--- config.mk ---
export PLATFORM = sky130hd
export DESIGN_NAME = credit_fifo_sender
export DESIGN_NICKNAME = d
export VERILOG_FILES = /design/src/rtl/credit_link_pkg.sv /design/src/rtl/credit_counter.sv /design/src/rtl/credit_fifo_sender.sv
export SDC_FILE = /design/constraint.sdc
export NUM_CORES = 1
export LEC_CHECK = 0
export CAP_MARGIN = 20
export CORE_ASPECT_RATIO = 0.7
export CORE_MARGIN = 5
export CORE_UTILIZATION = 40
export DETAILED_ROUTE_END_ITERATION = 10
export GPL_TIMING_DRIVEN = 0
export PLACE_DENSITY = 0.8
export RECOVER_POWER = 50
export SYNTH_ARGS = -nofsm -noshare
export SYNTH_HDL_FRONTEND = slang
export SYNTH_HIERARCHICAL = 1
export SYNTH_SLANG_ARGS = --single-unit
--- constraint.sdc ---
create_clock -name clk_i -period 2.8 [get_ports clk_i]
set_input_delay 0.56 -clock clk_i [delete_from_list [all_inputs] [get_ports clk_i]]
set_output_delay 0.56 -clock clk_i [all_outputs]
set_load 0.02 [all_outputs]
--- src/rtl/credit_link_pkg.sv ---
// =============================================================================
// credit_link_pkg : shared link-state encoding for the credit-based sender.
// Revision 1.0
// =============================================================================
`default_nettype none

package credit_link_pkg;

    typedef enum logic [1:0] {
        ACTIVE = 2'd0,
        DRAIN  = 2'd1,
        DONE   = 2'd2
    } link_state_e;

endpackage

`default_nettype wire

--- src/rtl/credit_counter.sv ---
// =============================================================================
// credit_counter : remote free-space counter with sticky overflow flag.
// Revision 1.0
// =============================================================================
`default_nettype none

module credit_counter #(
    parameter int DEPTH     = 8,
    parameter int CNT_WIDTH = $clog2(DEPTH + 1)
) (
    input  logic                 clk_i,
    input  logic                 rst_ni,
    input  logic                 take,
    input  logic                 give,
    output logic [CNT_WIDTH-1:0] count,
    output logic                 zero,
    output logic                 full,
    output logic                 overflow
);

    localparam logic [CNT_WIDTH-1:0] FULL_CNT = CNT_WIDTH'(DEPTH);
    localparam logic [CNT_WIDTH-1:0] ONE_CNT  = CNT_WIDTH'(1);

    logic [CNT_WIDTH-1:0] cnt_q, cnt_d;
    logic                 ovf_q, ovf_set;

    always_comb begin
        cnt_d   = cnt_q;
        ovf_set = 1'b0;
        unique case ({take, give})
            2'b10:   cnt_d = cnt_q - ONE_CNT;
            2'b01: begin
                // A credit that would exceed the remote depth is dropped and flagged.
                if (cnt_q == FULL_CNT) ovf_set = 1'b1;
                else                   cnt_d   = cnt_q + ONE_CNT;
            end
            default: cnt_d = cnt_q;
        endcase
    end

    always_ff @(posedge clk_i or negedge rst_ni) begin
        if (!rst_ni) begin
            cnt_q <= FULL_CNT;
            ovf_q <= 1'b0;
        end else begin
            cnt_q <= cnt_d;
            if (ovf_set) ovf_q <= 1'b1;
        end
    end

    assign count    = cnt_q;
    assign zero     = (cnt_q == '0);
    assign full     = (cnt_q == FULL_CNT);
    assign overflow = ovf_q;

endmodule

`default_nettype wire

--- src/rtl/credit_fifo_sender.sv ---
// =============================================================================
// credit_fifo_sender : transmit side of a credit link into a remote FIFO.
// Revision 1.0
// =============================================================================
`default_nettype none

module credit_fifo_sender
    import credit_link_pkg::*;
#(
    parameter int  DATA_WIDTH = 32,
    parameter int  DEPTH      = 8,
    parameter type dtype      = logic [DATA_WIDTH-1:0],
    parameter int  CNT_WIDTH  = $clog2(DEPTH + 1)
) (
    input  logic                 clk_i,
    input  logic                 rst_ni,
    input  logic                 valid_i,
    output logic                 ready_o,
    input  dtype                 data_i,
    output logic                 push_o,
    output dtype                 data_o,
    input  logic                 credit_i,
    input  logic                 drain_i,
    output logic                 drain_done_o,
    output logic [CNT_WIDTH-1:0] credits_o,
    output logic                 err_o
);

    link_state_e state_q, state_d;
    logic        accept;
    logic        cnt_zero, cnt_full;
    logic        push_q;
    dtype        data_q;

    credit_counter #(
        .DEPTH     (DEPTH),
        .CNT_WIDTH (CNT_WIDTH)
    ) u_credit_counter (
        .clk_i    (clk_i),
        .rst_ni   (rst_ni),
        .take     (accept),
        .give     (credit_i),
        .count    (credits_o),
        .zero     (cnt_zero),
        .full     (cnt_full),
        .overflow (err_o)
    );

    // Ready depends only on registered state so upstream sees no comb loop.
    assign ready_o = (state_q == ACTIVE) && !cnt_zero;
    assign accept  = valid_i && ready_o;

    always_comb begin
        state_d = state_q;
        unique case (state_q)
            ACTIVE: if (drain_i) state_d = DRAIN;
            DRAIN: begin
                if (!drain_i)                 state_d = ACTIVE;
                else if (cnt_full && !push_q) state_d = DONE;
            end
            DONE:   if (!drain_i) state_d = ACTIVE;
            default: state_d = ACTIVE;
        endcase
    end

    always_ff @(posedge clk_i or negedge rst_ni) begin
        if (!rst_ni) begin
            state_q <= ACTIVE;
            push_q  <= 1'b0;
            data_q  <= '0;
        end else begin
            state_q <= state_d;
            push_q  <= accept;
            if (accept) data_q <= data_i;
        end
    end

    assign push_o       = push_q;
    assign data_o       = data_q;
    assign drain_done_o = (state_q == DONE);

endmodule

`default_nettype wire

==> flow_summary.json, run 1 <==
{
  "cts_root_buf": "clkbuf_8",
  "path_class": "reg -> reg",
  "grt_use_total": 0.1358,
  "drt-initial-drc-count": 60,
  "endpoint_kind": "flop",
  "max_freq_mhz": 395.2,
  "pre_cts_slack_ns": -0.2605,
  "critPathMaxFanout": 13,
  "status": "finished with violations",
  "clock_latency_ns": 0.29,
  "grt_start_max_net_pins": 41,
  "io-pin-count": 77,
  "numClockSinks": 40,
  "yosysUniqueCellTypes": 23,
  "synthSimpleGateAreaFrac": 0.06193,
  "mostFrequentLayoutCells": "clkdlybuf4s50_1 (72), dfrtp_1 (39), mux2_2 (31)",
  "htree_levels": 2,
  "finClkSkew_ns": 0.005159,
  "die_area_sq_um": 5491,
  "period_minus_slack_ns": 2.531,
  "postRouteAntennaNets": 0,
  "final_nets": 225,
  "gp_congestion": 0.7656,
  "p_per_area_nw_per_um2": 1015,
  "finalMaxSlewViolations": 41,
  "grt_pass1_vias": 1195,
  "drt-total-wl_mm": 3.585,
  "peakVddDrop_uv": 569.1,
  "rows": 19,
  "synth-compound-area-share": 0.01911,
  "numPortBuffers": 76,
  "diodes": 0,
  "drc": 0,
  "worstHoldPathType": "reg -> reg",
  "drive_gt1_frac": 0.2432,
  "layout_commonest_cell": "clkdlybuf4s50_1",
  "worst_slew_pin_slew_ns": 2.022,
  "failed_checks": "max-capacitance violations, max-slew violations",
  "fin_crit_sh": 0.9038,
  "cts_tree": "done",
  "drv_cap": 1,
  "final_util": 0.6458,
  "synth_area_sq_um": 1637,
  "numCtsBuffers": 5,
  "via_per_inst": 4.806,
  "grt_overflow": 0,
  "area_growth_pct": 55.73,
  "ys_ff_latch": 40,
  "die_w_um": 86.45,
  "synth_xor_area_frac": 0.01606,
  "synth_top_family_by_area": "multiplexers",
  "required_ns": 3.02,
  "critPathArrivalTime_ns": 2.75,
  "yosysWarnings": 6,
  "ys_seq_area_frac": 0.6124,
  "maxSlewHeadroom": -0.3477,
  "rsz0062_at_grt": "no",
  "whs_ns": 0.4714,
  "clk_path_buf_depth": 2,
  "postSynthNetCount": 141,
  "post-dp-hpwl_mm": 2.803,
  "start_kind": "flop",
  "synth_adder_area_share": 0.02752,
  "clkSlewWorstSetupHoldPaths_ns": 0.07,
  "finalHoldViolCount": 0,
  "antenna_found_initial": 0,
  "p_leak_uw": 0.001043,
  "core_area_sq_um": 3946,
  "start_util": 0.4147,
  "vias": 1139,
  "wl_per_cell_um": 15.13,
  "die_h_um": 63.52,
  "syn_area_per_cell_sq_um": 16.20,
  "setup_violations": 0,
  "cts_hold_buf": 0,
  "fill_cells": 313,
  "postSynthCellCount": 101,
  "drt-pass1-iter-count": 3,
  "final.setup.worst_slack_ns": 0.2694,
  "grt_first_pass_wirelength_mm": 5.720,
  "synth_mux_area_frac": 0.2401
}
kinds of logic after synthesis:
logic type,count (synthesis)
xor+xnor,3
buf+inv,4
flops,40
simple gates,12
fa+ha+maj,3
compound gates,4
mux,35
final timing paths:
check / from / to / slack [ns] / cells past startpoint
min in group asynchronous: rst_ni / data_o[30]$_DFFE_PN0P_ / 0.84 / 1
min reg2reg: u_credit_counter/overflow$_DFFE_PN0P_ / u_credit_counter/overflow$_DFFE_PN0P_ / 0.47 / 1
max reg2reg: u_credit_counter/count[0]$_DFFE_PN0P_ / u_credit_counter/count[3]$_DFFE_PN1P_ / 0.27 / 9
min: u_credit_counter/overflow$_DFFE_PN0P_ / u_credit_counter/overflow$_DFFE_PN0P_ / 0.47 / 1
max: u_credit_counter/count[0]$_DFFE_PN0P_ / u_credit_counter/count[3]$_DFFE_PN1P_ / 0.27 / 9
max in group asynchronous: rst_ni / data_o[14]$_DFFE_PN0P_ / 0.80 / 1
routing by layer:
layer | global-route usage | routed length (um) | vias to the layer above
li1 | - | - | 525
met1 | 0.1537 | 1484 | 548
met4 | 0.04669 | 44 | 0
met5 | 0 | 0 | -
met3 | 0.07552 | 482 | 7
met2 | 0.2156 | 1573 | 59
registers in the layout, summed over array words and instances, names as in the netlist:
| signal | cells |
|---|---|
| u_credit_counter/count | 4 |
| push_o | 1 |
| u_credit_counter/overflow | 1 |
| data_o | 32 |
| state_q | 2 |
repair_timing:
| item | in CTS | in global routing |
|---|---|---|
| buffers inserted | 0 | 1 |
| setup endpoints to repair | 0 | 1 |
| hold endpoints to repair | 0 | 0 |
| gates resized for setup | 0 | 1 |
report_power, final:
| group | total [uW] | internal, uW | switching (uW) |
|---|---|---|---|
| clock | 399 | 219 | 180 |
| sequential | 966 | 810 | 156 |
| combinational | 1220 | 668 | 554 |
synth_stat cells (all sizes together):
cell type	count	share of area
mux2	34	0.23
a31o	1	0.0054
nor4b	2	0.024
dfstp	1	0.016
a21o	1	0.0054
a21oi	1	0.0031
nor2b	2	0.0076
nand2	1	0.0038
nand2b	3	0.011
xor2	3	0.016
dfrtp	39	0.60
ha	2	0.015
inv	1	0.0023
or2	1	0.0038
nor4	1	0.0038
nand3b	1	0.0046
nor3	1	0.0031
o2bb2ai	1	0.0054
fa	1	0.012
mux2i	1	0.0061
buf	3	0.021
per-stage QoR:
step	instances	power, uW	setup TNS (ns)	cell area [sq um]
global placement	229	2190	-0.2184	2462
detailed placement	229	2233	-0.3003	2457
finish	237	2588	0	2549
global route	237	2754	0	2549
floorplan	101	1609	0	1637
CTS	236	2641	0	2554
layout make-up:
cell class | count | area (sq um) | share of cell area
plain buffers | 3 | 26.28 | 0.01031
clock buffers | 7 | 96.34 | 0.03780
inverters | 1 | 3.754 | 0.001473
multi-input cells | 57 | 596.8 | 0.2342
flip-flops and latches | 40 | 1002 | 0.3932
well taps | 52 | 65.06 | 0.02553
repair buffers | 77 | 758.2 | 0.2975
critical path: stages, from the launching register on:
cell and delay, ns:
dfrtp_1 0.47, nor4_2 0.45, nor4b_4 0.09, buf_6 0.16, nand2b_1 0.21, ha_1 0.29, a21o_2 0.20, a21oi_1 0.18
mux2i_1 0.23, xor2_1 0.16
(Power assumes the default switching activity.)
==> run 2: changes to the inputs <==
- GPL_TIMING_DRIVEN: 0 -> default
==> run 2 against run 1 <==
The run still ends with max-capacitance violations, max-slew violations left. Count of clock-buffer cells in the layout fell by 1. Register-to-register slack gained 0.02 ns. Core utilization down 0.89 points. Global-route usage rose by 0.65 points. Largest cell class unchanged. Highest routed layer unchanged.
==> flow_summary.json, run 2 (same netlist as run 1, synthesis figures left out) <==
{
  "final_nets": 222,
  "p_leak_uw": 0.001036,
  "final_cell_area_sq_um": 2514,
  "cts_hold_buf": 0,
  "worst_slew_pin_slew_ns": 2.016,
  "grt_start_max_net_pins": 41,
  "period_minus_slack_ns": 2.535,
  "worstHoldPathType": "reg -> reg",
  "multi_input_area_sq_um": 590.6,
  "path_class": "reg -> out",
  "drive_gt1_frac": 0.2404,
  "finClkSkew_ns": 0.007556,
  "grt_use_total": 0.1422,
  "endpoint_kind": "output pin",
  "postRouteAntennaNets": 0,
  "p_per_area_nw_per_um2": 1006,
  "place_area_sq_um": 2431,
  "drt-total-wl_mm": 3.581,
  "numPortBuffers": 76,
  "clock_latency_ns": 0.29,
  "final_util": 0.6370,
  "die_area_sq_um": 5491,
  "diodes": 0,
  "drv_cap": 1,
  "grt_overflow": 0,
  "io-pin-count": 77,
  "numCtsBuffers": 5,
  "area_growth_pct": 53.59,
  "finalMaxSlewViolations": 41,
  "die_w_um": 86.45,
  "numClockSinks": 40,
  "wl_per_cell_um": 15.24,
  "setup_violations": 0,
  "seq_area_sq_um": 1002,
  "required_ns": 2.24,
  "clk_path_buf_depth": 2,
  "rows": 19,
  "antenna_found_initial": 0,
  "cts_tree": "done",
  "critPathMaxFanout": 6,
  "max_freq_mhz": 394.5,
  "rsz0062_at_grt": "no",
  "drt-initial-drc-count": 14,
  "core_area_sq_um": 3946,
  "post-dp-hpwl_mm": 2.668,
  "grt_first_pass_wirelength_mm": 6.078,
  "maxSlewHeadroom": -0.3441,
  "vias": 1122,
  "tns_ns": 0,
  "finalPower_uw": 2530,
  "peakVddDrop_uv": 487.2,
  "failed_checks": "max-capacitance violations, max-slew violations",
  "clkSlewWorstSetupHoldPaths_ns": 0.08,
  "cts_root_buf": "clkbuf_8",
  "htree_levels": 2,
  "cts-resized-gates": 0,
  "critPathArrivalTime_ns": 1.97,
  "fin_crit_sh": 0.9053,
  "grt_pass1_vias": 1287,
  "via_per_inst": 4.774,
  "drc": 0,
  "postCtsSetupBuffers": 0,
  "status": "finished with violations",
  "layout_commonest_cell": "clkdlybuf4s50_1",
  "start_util": 0.4147,
  "fill_cells": 320,
  "largest_register_ffs": 32,
  "mostFrequentLayoutCells": "clkdlybuf4s50_1 (59), dfrtp_1 (39), mux2_2 (31)",
  "die_h_um": 63.52,
  "start_kind": "flop",
  "drt-pass1-iter-count": 2,
  "finalHoldViolCount": 0,
  "gp_congestion": 0.7112
}
-- run 2: worst max-delay path, stage by stage (launching register included) --
cell	delay, ns
dfrtp_1	0.46
nor4_1	0.59
nor3_1	0.08
clkdlybuf4s50_1	0.56
-- run 2: metrics by stage --
stage / worst slack, ns / hold slack, ns / std cells
final: 0.2652 / 0.4648 / 235
after global routing: 0.09620 / 0.5009 / 235
after CTS: 0.2170 / 0.4076 / 235
after detailed placement: 0.2667 / 0.4574 / 227
after global placement: 0.3203 / 0.4525 / 227
after floorplan: 0.1769 / 0.2644 / 101
-- run 2: metal layers --
| metal | up-vias | global-route usage | share of wire |
|---|---|---|---|
| met2 | 58 | 0.2252 | 0.45 |
| met4 | 0 | 0.04669 | 0.011 |
| met5 | - | 0 | 0 |
| li1 | 518 | - | - |
| met3 | 5 | 0.08854 | 0.15 |
| met1 | 541 | 0.1566 | 0.39 |
-- run 2: where the power goes --
part,total (uW),internal [uW],switching [uW]
Combinational,1190,633,555
Sequential,957,809,148
Clock,384,196,188
Total,2530,1640,891
-- run 2: final timing paths --
check	start	to	slack [ns]	cells after the start
worst max-delay path	u_credit_counter/count[0]$_DFFE_PN0P_	ready_o	0.27	3
worst min-delay path	u_credit_counter/overflow$_DFFE_PN0P_	u_credit_counter/overflow$_DFFE_PN0P_	0.46	1
worst max register to register	u_credit_counter/count[0]$_DFFE_PN0P_	u_credit_counter/count[3]$_DFFE_PN1P_	0.29	8
worst min register to register	u_credit_counter/overflow$_DFFE_PN0P_	u_credit_counter/overflow$_DFFE_PN0P_	0.46	1
max in group asynchronous	rst_ni	data_o[5]$_DFFE_PN0P_	0.81	1
min in group asynchronous	rst_ni	data_o[30]$_DFFE_PN0P_	0.84	1
-- run 2: area by class of cell --
class                           instances  share of cell area
Timing Repair Buffer                   77              0.3021
Inverter                                1            0.001493
Tap cell                               52             0.02588
Sequential cell                        40              0.3987
Clock buffer                            6             0.03285
Multi-Input combinational cell         57              0.2349
Clock inverter                          2            0.003982
